**config.mk**
```make
export PLATFORM = sky130hd
export DESIGN_NAME = alu_sequencer
export DESIGN_NICKNAME = d
export VERILOG_FILES = /design/src/rtl/alu_pkg.sv /design/src/rtl/alu_sequencer.sv
export SDC_FILE = /design/constraint.sdc
export NUM_CORES = 1
export LEC_CHECK = 0
export BUFFER_PORTS_ARGS = -buffer_cell sky130_fd_sc_hd__buf_2
export CAP_MARGIN = 20
export CORE_AREA = 5 5 45 51
export CTS_BUF_LIST = sky130_fd_sc_hd__clkbuf_8 sky130_fd_sc_hd__clkbuf_16
export CTS_CLUSTER_SIZE = 40
export DETAILED_ROUTE_END_ITERATION = 6
export DIE_AREA = 0 0 50 56
export PLACE_DENSITY = 0.88
export SYNTH_ARGS = -nofsm -noshare
export SYNTH_HDL_FRONTEND = slang
export SYNTH_SLANG_ARGS = --single-unit
```
**constraint.sdc**
```tcl
create_clock -name clk -period 3.3 [get_ports clk]
set_input_delay 0.495 -clock clk [delete_from_list [all_inputs] [get_ports clk]]
set_output_delay 0.495 -clock clk [all_outputs]
set_load 0.02 [all_outputs]
```
**src/rtl/alu_pkg.sv**
```systemverilog
// rtl/alu_pkg.sv - opcode encodings and flag bit positions shared by alu, decoder and sequencer
package alu_pkg;

    localparam logic [2:0] OP_ADD = 3'b000;
    localparam logic [2:0] OP_SUB = 3'b001;
    localparam logic [2:0] OP_OR  = 3'b010;
    localparam logic [2:0] OP_AND = 3'b011;
    localparam logic [2:0] OP_NOT = 3'b100;
    localparam logic [2:0] OP_CMP = 3'b101;
    localparam logic [2:0] OP_SHR = 3'b110;
    localparam logic [2:0] OP_SHL = 3'b111;

    localparam int FLAG_C = 3;
    localparam int FLAG_N = 2;
    localparam int FLAG_O = 1;
    localparam int FLAG_Z = 0;

    // Unary ops take only operand A, so the sequencer skips the second register read.
    function automatic logic op_is_unary(input logic [2:0] op);
        return (op == OP_NOT) || (op == OP_SHR) || (op == OP_SHL);
    endfunction

endpackage

```
**src/rtl/alu_sequencer.sv**
```systemverilog
// rtl/alu_sequencer.sv - multi-cycle control FSM running one ALU instruction over the shared data bus
module alu_sequencer
    import alu_pkg::*;
#(
    parameter int REG_ADDR_WIDTH = 3,
    parameter int OP_WIDTH       = 3,
    parameter int FLAGS_WIDTH    = 4
) (
    input  logic                      clk,
    input  logic                      reset,
    input  logic                      in_valid,
    output logic                      out_ready,
    input  logic [OP_WIDTH-1:0]       in_op,
    input  logic [REG_ADDR_WIDTH-1:0] in_dst,
    input  logic [REG_ADDR_WIDTH-1:0] in_src,
    output logic [REG_ADDR_WIDTH-1:0] out_rf_read_addr,
    output logic                      out_rf_enable_out,
    output logic                      out_alu_load_a,
    output logic                      out_alu_load_b,
    output logic [OP_WIDTH-1:0]       out_alu_op,
    output logic                      out_alu_enable_out,
    output logic [REG_ADDR_WIDTH-1:0] out_rf_write_addr,
    output logic                      out_rf_write_en,
    input  logic [FLAGS_WIDTH-1:0]    in_alu_flags,
    output logic [FLAGS_WIDTH-1:0]    out_flags,
    output logic                      out_done
);

    typedef enum logic [2:0] {
        S_IDLE   = 3'd0,
        S_READ_A = 3'd1,
        S_READ_B = 3'd2,
        S_EXEC   = 3'd3,
        S_WB     = 3'd4
    } state_t;

    state_t                    state_q, state_d;
    logic [OP_WIDTH-1:0]       op_q, op_d;
    logic [REG_ADDR_WIDTH-1:0] dst_q, dst_d;
    logic [REG_ADDR_WIDTH-1:0] src_q, src_d;
    logic [FLAGS_WIDTH-1:0]    flags_q, flags_d;

    always_ff @(posedge clk or posedge reset) begin
        if (reset) begin
            state_q <= S_IDLE;
            op_q    <= '0;
            dst_q   <= '0;
            src_q   <= '0;
            flags_q <= '0;
        end else begin
            state_q <= state_d;
            op_q    <= op_d;
            dst_q   <= dst_d;
            src_q   <= src_d;
            flags_q <= flags_d;
        end
    end

    // Outputs depend only on registered state, never on in_* this cycle.
    always_comb begin
        state_d            = state_q;
        op_d               = op_q;
        dst_d              = dst_q;
        src_d              = src_q;
        flags_d            = flags_q;
        out_ready          = 1'b0;
        out_rf_read_addr   = '0;
        out_rf_enable_out  = 1'b0;
        out_alu_load_a     = 1'b0;
        out_alu_load_b     = 1'b0;
        out_alu_op         = '0;
        out_alu_enable_out = 1'b0;
        out_rf_write_addr  = '0;
        out_rf_write_en    = 1'b0;
        out_done           = 1'b0;

        case (state_q)
            S_IDLE: begin
                out_ready = 1'b1;
                if (in_valid) begin
                    op_d    = in_op;
                    dst_d   = in_dst;
                    src_d   = in_src;
                    state_d = S_READ_A;
                end
            end
            S_READ_A: begin
                out_alu_op        = op_q;
                out_rf_read_addr  = dst_q;
                out_rf_enable_out = 1'b1;
                out_alu_load_a    = 1'b1;
                state_d           = op_is_unary(op_q) ? S_EXEC : S_READ_B;
            end
            S_READ_B: begin
                out_alu_op        = op_q;
                out_rf_read_addr  = src_q;
                out_rf_enable_out = 1'b1;
                out_alu_load_b    = 1'b1;
                state_d           = S_EXEC;
            end
            S_EXEC: begin
                out_alu_op         = op_q;
                out_alu_enable_out = 1'b1;
                state_d            = S_WB;
            end
            S_WB: begin
                // cmp updates flags only; the destination register is left untouched.
                out_alu_op         = op_q;
                out_alu_enable_out = 1'b1;
                out_rf_write_addr  = dst_q;
                out_rf_write_en    = (op_q != OP_CMP);
                out_done           = 1'b1;
                flags_d            = in_alu_flags;
                state_d            = S_IDLE;
            end
            default: state_d = S_IDLE;
        endcase
    end

    assign out_flags = flags_q;

endmodule

```
==> reports/qor.log <==
INFO  clock_network  cts.root.buffer_cell=sky130_fd_sc_hd__clkbuf_8
INFO  clock_network  post_cts_resize_count=0
INFO  timing         grt_setup_unrepaired=false
INFO  finish         utilization=0.581
INFO  pwr            total_leakage_power=0.505nW
INFO  setup_path     criticalPathCategory=flip-flop to output pin
INFO  floorplanning  die_area=2800um2
INFO  setup_path     path_max_fanout=10
INFO  place          dp_hpwl=1.32mm
INFO  synth          seq_area_frac_synth=0.519
INFO  setup_path     worst_r2r_path_depth=2
INFO  synth          netlist.area_leader.share=0.519
INFO  setup_path     cp-start-kind=flip-flop
INFO  floorplanning  placement_rows=16
INFO  timing         final_setup_violation_count=0
INFO  drt            routed_wire_length=1.70mm
INFO  synth          synthesis.area=771um2
INFO  synth          syn_area_per_cell=13.5um2
INFO  drt            first_iter_violations=2
INFO  clock_network  cts_inserted_buffers=3
INFO  timing         finalMaxSlewViolations=0
INFO  run_status     run_status=finished, final reports clean
INFO  synth          syn-instance-count=57
INFO  place          io_buffers=35
INFO  place          gp_congestion=0.777
INFO  flow_run       max-cap-violations=0
INFO  setup_path     cp_data_required_time=2.80ns
INFO  floorplanning  core-area=1720um2
INFO  synth          net_count_after_synthesis=73
INFO  finish         antenna-diode-count=0
INFO  grt            grt_max_degree=17
INFO  grt            global_route_wire_length_before_repair=2.86mm
INFO  clock_network  cts_buffer_depth=2
INFO  clock_network  worst_skew_pair.late_latency=0.24ns
INFO  timing         timing.clock.skew=0.00295ns
INFO  clock_network  post_cts_hold_fix_bufs=0
INFO  finish         layout.filler_cells=152
INFO  floorplanning  initial_core_util=0.448
INFO  setup_path     setup.worst_path.end_class=output pin
INFO  setup_path     crit_arrival=1.78ns
INFO  grt            antenna_found_initial=0
INFO  drt            detail-route-antenna-nets=0
INFO  clock_network  clock_tree.htree_level_count=1
INFO  setup_path     crit_slowest_cell=sky130_fd_sc_hd__nor3b_2
INFO  clock_network  post_cts_repair_setup_buffers=0
INFO  finish         sequential_cell_area=400um2
INFO  timing         min_period_over_period=0.689
INFO  clock_network  tritoncts=built
INFO  timing         max_slew.worst_pin.slew=0.641ns
INFO  synth          synth.yosys.warnings=0
INFO  finish         multi_input_comb_area=343um2
INFO  timing         report.final.hold_viol_count=0
INFO  setup_path     crit_path_leading_delay_family=simple AND/OR/NAND/NOR gates
INFO  clock_network  clkSinkCount=16
INFO  timing         final_period_minus_worst_setup_slack=2.27ns
INFO  synth          yosys_most_used_dff=sky130_fd_sc_hd__dfrtp_1
INFO  setup_path     crit_path_cell_trace=nor3b_2 -> a21boi_0 -> buf_2
INFO  floorplanning  die_x=50um
INFO  finish         synthToLayoutAreaGrowth=29.7%
INFO  synth          synth-async-reset-ratio=1.00
INFO  grt            global_route_usage_sum=0.131
INFO  drt            firstDrtPassIters=3
INFO  floorplanning  die_h=56um
INFO  timing         setup_total_negative_slack=0ns
INFO  synth          synth_edf_count=0
INFO  pwr            irDropWorstVdd=443uV
INFO  synth          most_area_consuming_cells_after_synthesis=sky130_fd_sc_hd__dfrtp_1 52%, sky130_fd_sc_hd__mux2_2 19%, sky130_fd_sc_hd__nor3b_1 4.9%, sky130_fd_sc_hd__a22o_1 3.4%, sky130_fd_sc_hd__nor4b_4 3.1%
INFO  pwr            power_density=1130nW/um2
INFO  floorplanning  boundaryPins=36
INFO  clock_network  clkSlewWorstSetupHoldPaths=0.06ns
INFO  timing         slew-limit-headroom=0.571
INFO  drt            detail_route.vias_per_cell=5.13
INFO  drt            detail_route.wl_per_cell=15.3um
INFO  drt            drc=0
INFO  min_path       hold_path_class=input pin to async pin
INFO  setup_path     crit_path_max_incr_delay=0.61ns
INFO  finish         post_route_cells_drive_above_1_share=0.613
INFO  setup_path     worst-path-stages=3
INFO  synth          synth_seq_cells=16
INFO  setup_path     path_buf_inv=1
INFO  timing         fmax=440MHz
INFO  finish         finalNetCount=110
INFO  grt            first_global_vias=611
INFO  drt            dr_total_vias=569
INFO  synth          netlist.top_cell.by_area=sky130_fd_sc_hd__dfrtp_1
INFO  synth          distinct_cells_synth=20
INFO  grt            grt_remaining_overflow=0
## stage by stage
| stage | area [um2] | power [mW] | setup WS (ns) | cells | hold WS, ns |
|---|---|---|---|---|---|
| 2_1_floorplan | 771 | 0.811 | 1.12 | 57 | 0.409 |
| 3_3_place_gp | 945 | 0.949 | 1.35 | 107 | 0.487 |
| 3_5_place_dp | 945 | 0.972 | 1.27 | 107 | 0.497 |
| 4_1_cts | 1000 | 1.15 | 0.978 | 111 | 0.333 |
| 5_1_grt | 1000 | 1.21 | 0.853 | 111 | 0.353 |
| 6_report | 1000 | 1.13 | 1.03 | 111 | 0.310 |
## synthesized netlist by cell type (3+ instances only)
| library cell | number |
|---|---|
| sky130_fd_sc_hd__or2_2 | 3 |
| sky130_fd_sc_hd__dfrtp_1 | 16 |
| sky130_fd_sc_hd__nor3b_1 | 5 |
| sky130_fd_sc_hd__and2_1 | 3 |
| sky130_fd_sc_hd__mux2_2 | 13 |
| sky130_fd_sc_hd__a22o_1 | 3 |
## area by class of cell
type / instances / share of cell area
clock buffer: 4 / 0.0551
inverter: 1 / 0.00375
sequential: 16 / 0.401
tap: 18 / 0.0225
multi-input combinational: 37 / 0.343
timing repair buffer: 35 / 0.175
## state kept, by name, summed over array words and instances (netlist names)
signal / flops
dst_q: 3
op_q: 3
out_flags: 4
src_q: 3
state_q: 3
## path summary, 6_finish.rpt
path / startpoint / to / slack (ns)
worst max-delay path: state_q[2]$_DFFE_PP0P_ / out_rf_write_en / 1.03
worst min-delay path: reset / state_q[1]$_DFFE_PP0P_ / 0.31
worst max register to register: state_q[2]$_DFFE_PP0P_ / src_q[0]$_DFFE_PP0P_ / 1.65
worst min register to register: out_flags[3]$_DFFE_PP0N_ / out_flags[3]$_DFFE_PP0N_ / 0.51
max in group asynchronous: reset / op_q[2]$_DFFE_PP0P_ / 2.60
min in group clk: in_src[1] / src_q[1]$_DFFE_PP0P_ / 0.48
## placed cells by master, fill, tap and decap left out, drive strengths merged
cell	instances
a21boi	1
and3b	1
buf	35
or2	3
a22o	3
o32ai	1
dfrtp	16
mux2	13
clkbuf	4
nor3	1
o21a	1
inv	1
nand4bb	1
nor3b	6
nor2b	1
nor2	1
and2	3
nor4b	1
## per-layer routing
metal	routed length, um	up-vias	part of all wire	GRT usage
li1	-	280	-	-
met1	655	269	0.39	0.142
met2	905	20	0.53	0.226
met3	138	0	0.081	0.0483
met4	0	0	0	0.0449
met5	0	-	0	0
## power breakdown
part	internal, mW	total [mW]	switching, mW
registers	0.296	0.389	0.0936
logic	0.260	0.569	0.309
clock network	0.106	0.171	0.0658
## kinds of logic (layout without fill, tap and decap cells)
kind of cell	count (synthesis)	in the layout	share of synthesized area
AND/OR/NAND/NOR	18	18	0.190
flip-flops	16	16	0.519
multiplexers	13	13	0.190
AO/OA/AOI/OAI	6	6	0.0650
buffers and inverters	4	40	0.0357
(Power assumes the default switching activity.)
